## config.mk

```make
export PLATFORM = sky130hd
export DESIGN_NAME = bist_response_analyzer
export DESIGN_NICKNAME = d
export VERILOG_FILES = /design/src/rtl/bist_pkg.sv /design/src/rtl/bist_misr_step.sv /design/src/rtl/bist_response_analyzer.sv
export SDC_FILE = /design/constraint.sdc
export NUM_CORES = 1
export LEC_CHECK = 0
export ABC_AREA = 0
export CAP_MARGIN = 20
export CORE_MARGIN = 2
export CORE_UTILIZATION = 49
export CTS_BUF_LIST = sky130_fd_sc_hd__clkbuf_4 sky130_fd_sc_hd__clkbuf_8
export CTS_CLUSTER_DIAMETER = 80
export CTS_CLUSTER_SIZE = 25
export DETAILED_ROUTE_END_ITERATION = 8
export PLACE_DENSITY_LB_ADDON = 0.1
export SYNTH_ARGS = -nofsm -noshare
export SYNTH_HDL_FRONTEND = slang
export SYNTH_HIERARCHICAL = 1
export SYNTH_SLANG_ARGS = --single-unit
```

## constraint.sdc

```tcl
create_clock -name clk -period 2.4 [get_ports clk]
set_clock_uncertainty 0.2 [all_clocks]
set_input_delay 0.6 -clock clk [delete_from_list [all_inputs] [get_ports clk]]
set_output_delay 0.6 -clock clk [all_outputs]
set_load 0.005 [all_outputs]
```

## src/rtl/bist_pkg.sv

```systemverilog
// -----------------------------------------------------------------------------
// bist_pkg
// Shared definitions for the BIST response analyzer:
//   - state_t       : analyzer FSM states (idle, seed, collect, compare)
//   - BIST_POLY_DEF : default Galois feedback mask of the 16-bit MISR
//   - BIST_SEED_DEF : default MISR start value
// -----------------------------------------------------------------------------
package bist_pkg;

    typedef enum logic [1:0] {
        S_IDLE    = 2'd0,
        S_SEED    = 2'd1,
        S_COLLECT = 2'd2,
        S_COMPARE = 2'd3
    } state_t;

    localparam logic [15:0] BIST_POLY_DEF = 16'hB400;
    localparam logic [15:0] BIST_SEED_DEF = 16'hFFFF;

endpackage : bist_pkg

```

## src/rtl/bist_misr_step.sv

```systemverilog
// -----------------------------------------------------------------------------
// bist_misr_step
// One combinational step of a Galois-style MISR: the signature is shifted
// right, the feedback mask is applied when the bit shifted out was 1, and the
// zero-extended response word is folded in.
// Ports:
//   i_sig   [SIG_W]  current signature
//   i_data  [RESP_W] response word to compact
//   o_sig   [SIG_W]  next signature
// -----------------------------------------------------------------------------
module bist_misr_step
    import bist_pkg::*;
#(
    parameter int               SIG_W  = 16,
    parameter int               RESP_W = 2,
    parameter logic [SIG_W-1:0] POLY   = BIST_POLY_DEF
) (
    input  logic [SIG_W-1:0]  i_sig,
    input  logic [RESP_W-1:0] i_data,
    output logic [SIG_W-1:0]  o_sig
);

    logic [SIG_W-1:0] w_fb;
    logic [SIG_W-1:0] w_ext;

    // NOTE: every variable written in always_comb gets a value before any
    // conditional logic, so no path can leave it unassigned (no latch).
    always_comb begin
        w_fb                = i_sig[0] ? POLY : '0;
        w_ext               = '0;
        w_ext[RESP_W-1:0]   = i_data;
        o_sig               = (i_sig >> 1) ^ w_fb ^ w_ext;
    end

endmodule : bist_misr_step

```

## src/rtl/bist_response_analyzer.sv

```systemverilog
// -----------------------------------------------------------------------------
// bist_response_analyzer
// Compacts a stream of circuit-under-test responses into a MISR signature and
// compares it against a golden value at the end of a session.
// Session flow: IDLE --start--> SEED --> COLLECT (pattern_count accepts)
//               --> COMPARE --> IDLE (done pulses, pass holds).
// Optional build macro: BIST_RA_XMASK_EN adds input resp_xmask; response bits
// whose mask bit is 1 are forced to 0 before compaction.
// Ports:
//   clk, rst          clock, synchronous active-high reset
//   start             begin a session (honoured only in IDLE)
//   pattern_count     responses expected, latched on start
//   golden_sig        expected signature, sampled in COMPARE
//   resp_valid/ready  response handshake (ready only in COLLECT)
//   resp_data         response word
//   resp_xmask        (BIST_RA_XMASK_EN only) unknown-bit mask
//   busy, done, pass  status: not idle / end pulse / signature matched
//   signature         current MISR contents
//   resp_count        responses accepted this session
// -----------------------------------------------------------------------------
module bist_response_analyzer
    import bist_pkg::*;
#(
    parameter int               RESP_W = 2,
    parameter int               SIG_W  = 16,
    parameter int               CNT_W  = 8,
    parameter logic [SIG_W-1:0] POLY   = BIST_POLY_DEF,
    parameter logic [SIG_W-1:0] SEED   = BIST_SEED_DEF
) (
    input  logic              clk,
    input  logic              rst,
    input  logic              start,
    input  logic [CNT_W-1:0]  pattern_count,
    input  logic [SIG_W-1:0]  golden_sig,
    input  logic              resp_valid,
    input  logic [RESP_W-1:0] resp_data,
`ifdef BIST_RA_XMASK_EN
    input  logic [RESP_W-1:0] resp_xmask,
`endif
    output logic              resp_ready,
    output logic              busy,
    output logic              done,
    output logic              pass,
    output logic [SIG_W-1:0]  signature,
    output logic [CNT_W-1:0]  resp_count
);

    // A response wider than the signature cannot be folded in.
    generate
        if (RESP_W > SIG_W) begin : g_width_check
            $error("bist_response_analyzer: RESP_W must not exceed SIG_W");
        end
    endgenerate

    state_t             r_state;
    state_t             w_next_state;
    logic [CNT_W-1:0]   r_target;
    logic [CNT_W-1:0]   r_cnt;
    logic [SIG_W-1:0]   r_sig;
    logic               r_pass;
    logic               r_done;

    logic               w_accept;
    logic [CNT_W-1:0]   w_cnt_inc;
    logic [RESP_W-1:0]  w_resp_data;
    logic [SIG_W-1:0]   w_sig_next;

`ifdef BIST_RA_XMASK_EN
    assign w_resp_data = resp_data & ~resp_xmask;
`else
    assign w_resp_data = resp_data;
`endif

    assign resp_ready = (r_state == S_COLLECT);
    assign busy       = (r_state != S_IDLE);
    assign done       = r_done;
    assign pass       = r_pass;
    assign signature  = r_sig;
    assign resp_count = r_cnt;

    assign w_accept   = resp_valid & resp_ready;
    assign w_cnt_inc  = r_cnt + CNT_W'(1);

    bist_misr_step #(
        .SIG_W  (SIG_W),
        .RESP_W (RESP_W),
        .POLY   (POLY)
    ) u_misr_step (
        .i_sig  (r_sig),
        .i_data (w_resp_data),
        .o_sig  (w_sig_next)
    );

    // NOTE: clocked state uses non-blocking assignments so every register
    // samples pre-edge values regardless of statement order.
    always_ff @(posedge clk) begin
        if (rst) r_state <= S_IDLE;
        else     r_state <= w_next_state;
    end

    always_comb begin
        w_next_state = r_state;
        unique case (r_state)
            S_IDLE:    if (start) w_next_state = S_SEED;
            S_SEED:    w_next_state = (r_target == '0) ? S_COMPARE : S_COLLECT;
            // Leave as soon as the accept that reaches the target lands.
            S_COLLECT: if (w_accept && (w_cnt_inc == r_target)) w_next_state = S_COMPARE;
            S_COMPARE: w_next_state = S_IDLE;
            default:   w_next_state = S_IDLE;
        endcase
    end

    always_ff @(posedge clk) begin
        if (rst) begin
            r_target <= '0;
            r_cnt    <= '0;
            r_sig    <= '0;
            r_pass   <= 1'b0;
            r_done   <= 1'b0;
        end else begin
            r_done <= 1'b0;
            unique case (r_state)
                S_IDLE: begin
                    if (start) begin
                        r_pass   <= 1'b0;
                        r_target <= pattern_count;
                    end
                end
                S_SEED: begin
                    r_sig <= SEED;
                    r_cnt <= '0;
                end
                S_COLLECT: begin
                    if (w_accept) begin
                        r_sig <= w_sig_next;
                        r_cnt <= w_cnt_inc;
                    end
                end
                S_COMPARE: begin
                    r_pass <= (r_sig == golden_sig);
                    r_done <= 1'b1;
                end
                default: ;
            endcase
        end
    end

endmodule : bist_response_analyzer

```

==> metrics.txt <==
PortBufs=57; Setup CP Type=flip-flop to primary output; routed vias=1796; worst setup margin=0.03756 ns; Logic pwr share=47.7%; crit path cell chain=inv_1, ha_1, clkdlybuf4s50_1; Max Root-Sink Buffers=2; Power, Total=2.709 mW; Seq pwr share=37.1%; worst-path maximum fanout=6; critical path endpoint=resp_ready; largest net degree at the start of global routing=28; met2 Track Usage GR=42.52%; syn_area_per_cell=8.814 sq um; Syn-to-layout area delta=35.21%; cell count after synthesis=227; die area=4610 sq um; H-tree Lvls=2; Reg2Reg Depth=7; antenna cells=0; Clk pwr share=15.2%; Cell Count Post-Placement=326; ys async rst share=0%; final hold vios=0; Max stage delay cell, worst path=clkdlybuf4s50_1; Mapped Area=2001 sq um; GRT busiest layer=met2; CP startpoint kind=flip-flop; Worst Path Arrival=1.56 ns; fraction of layout cells with a size suffix above 1=15.55%; Reg-to-Reg Start=resp_count[1]; Int Power=1.746 mW; Max Fclk=0.4233 GHz; I/O Pins=58; via count of the first global-routing pass=1691; Initial Utilization=50.38%; status=finished clean; Worst R2R Setup Slack=0.17 ns; Pre-antenna DRT Iters=5; sw power=0.9631 mW; GRT overflow=0; final count of negative-setup-slack endpoints=0; first-pass GRT wire length=7.679 mm; worst reg2reg endpoint=r_state[1]; crit path time final=2.362 ns; sequential cell area=724.4 sq um; syn_nets=262; synth unique cells=35; Die X=67.90 microns; setup_tns=0 ns; max-cap violations=0; CP max stage delay=0.56 ns; initial antenna violation count=0; Yosys warning count=6; WL/cell=14.62 microns; Worst Path Required=1.60 ns; fin crit share=98.44%; Pins Over Slew Limit=0; Synth Flop Type=dfxtp_1; Worst Tran Pin Value=0.3874 ns; total CTS buffers=5; Min-Delay Path Class=flip-flop to flip-flop; # fillers=354; clk_lat worst skew=0.28 ns; Setup Slack @ Placement=-0.04835 ns; peak supply drop=0.0005948 V; relative slew slack=74.14%; via/cell ratio=5.393; Pleak=1.017 nW; detailed placer's ending HPWL=3.622 mm; CTS tree=built; FP Rows=23; ANT nets after route=0; DRT iter0 DRCs=84; Tot GR Track Use=22.43%; GPL Wtd Cong=0.7705; power density cells=1001 nW/um^2; Post-synth EDFFs=0; Core Area=3971 sq um; hold buffers post-CTS=0; Routed WL=4.867 mm; drt drc=0; Setup crit start=r_state[0]; met1 Usage GRT=23.86%; nets@finish=318; clk slew on worst S/H paths=0.07 ns; Seq/Total Area, Yosys=36.02%; area taken by multi-input logic gates=1119 sq um; die height=67.90 microns; post-synthesis register bit count=36; Root Buffer=clkbuf_8; grt met3 use=5.592%; Switching Fraction=35.55%; Finished Layout Cells=333; clk sinks=36; Crit. End Element=primary output
==> layer usage <==
layer  routed length [microns]  vias up
met1                      2007      839
met3                       235        4
met2                      2584       42
met4                        41        0
li1                          -      911
met5                         0        -
==> power groups by stage <==
stage,clock network [mW],logic (mW),registers (mW)
final,0.411,1.29,1.01
after floorplan,0,0.785,0.986
after detailed placement,0,1.29,1.01
after CTS,0.423,1.30,1.00
after global placement,0,1.28,1.01
after global routing,0.443,1.41,1.03
==> how the worst min path moves through the flow <==
stage	start	to	depth (start not counted)
CTS	r_state[1]	r_state[1]	2
floorplan	pass	pass	2
global placement	r_target[4]	r_target[4]	2
global route	pass	pass	2
detailed placement	r_target[4]	r_target[4]	2
finish	r_target[4]	r_target[4]	2
==> registers in the layout, summed over array words and instances (netlist names) <==
name / count
r_target: 8
resp_count: 8
signature: 16
done: 1
pass: 1
r_state: 2
==> synth_stat cells, drive strengths merged, types with 2 or more instances <==
cell	instances	area share, %
buf	15	5.3
xor2	14	6.5
nor3	6	1.5
dfxtp	36	36
nor2	15	2.8
ha	5	3.1
a21oi	20	5.0
nand4	5	2.3
o2111ai	2	0.88
o211ai	3	1.4
clkbuf	7	1.3
nand3	7	1.8
nand2	24	4.5
nor2b	4	1.3
o221a	17	9.6
o21ai	9	2.3
inv	7	1.3
nor4	6	2.2
xnor2	17	7.8
==> kinds of logic after synthesis <==
kind of cell               synth area share (%)
AOI/OAI and AO/OA                         20.64
DFF                                       36.02
xor gates and xnor gates                  14.32
and+or+nand+nor                           17.32
buffers and inverters                     8.068
muxes                                    0.5003
adders and majority gates                 3.127
==> cell type report <==
cell class	instances	area share, %
clock buffer	6	2.821
clock inverter	1	0.1850
inverter	8	1.110
multi-input combinational	161	41.35
sequential	36	26.78
tap	50	2.313
timing repair buffer	71	25.44
==> what timing repair did <==
item / 4_1_cts / 5_1_grt
resized for setup: 1 / 1
endpoints found under the setup margin: 1 / 1
setup buffers: 0 / 0
==> stage by stage <==
| step | area, sq um | util [%] | hold slack, ns |
|---|---|---|---|
| 3_3_place_gp | 2620 | 65.97 | 0.2755 |
| 2_1_floorplan | 2001 | - | 0.2598 |
| 6_report | 2705 | 68.12 | 0.2874 |
| 3_5_place_dp | 2620 | 65.97 | 0.2823 |
| 4_1_cts | 2703 | 68.05 | 0.2851 |
| 5_1_grt | 2705 | 68.12 | 0.3062 |
==> worst max-delay path: cells and delay by family, from the launching register on <==
kind                     cells  cell delay [ns]
adder cells (fa/ha/maj)      1             0.32
flip-flops                   1             0.31
buffers and inverters        2             0.64
==> cells in the final DEF, fill, tap and decap left out, types with 2 or more instances in the layout <==
master            n
nor3_1            6
clkdlybuf4s50_1  57
clkbuf_8          5
nand2_1          24
o221a_2          16
dfxtp_1          35
o211ai_1          2
xnor2_1          16
xor2_1           13
inv_1             7
nor2_1           15
o21ai_0           7
nand3_1           7
a21oi_1          20
buf_4            13
o2111ai_1         2
ha_1              5
o21ai_1           2
nor2b_1           4
nand4_1           4
nor4_1            5
No activity file was read; power rests on OpenSTA's default activity.
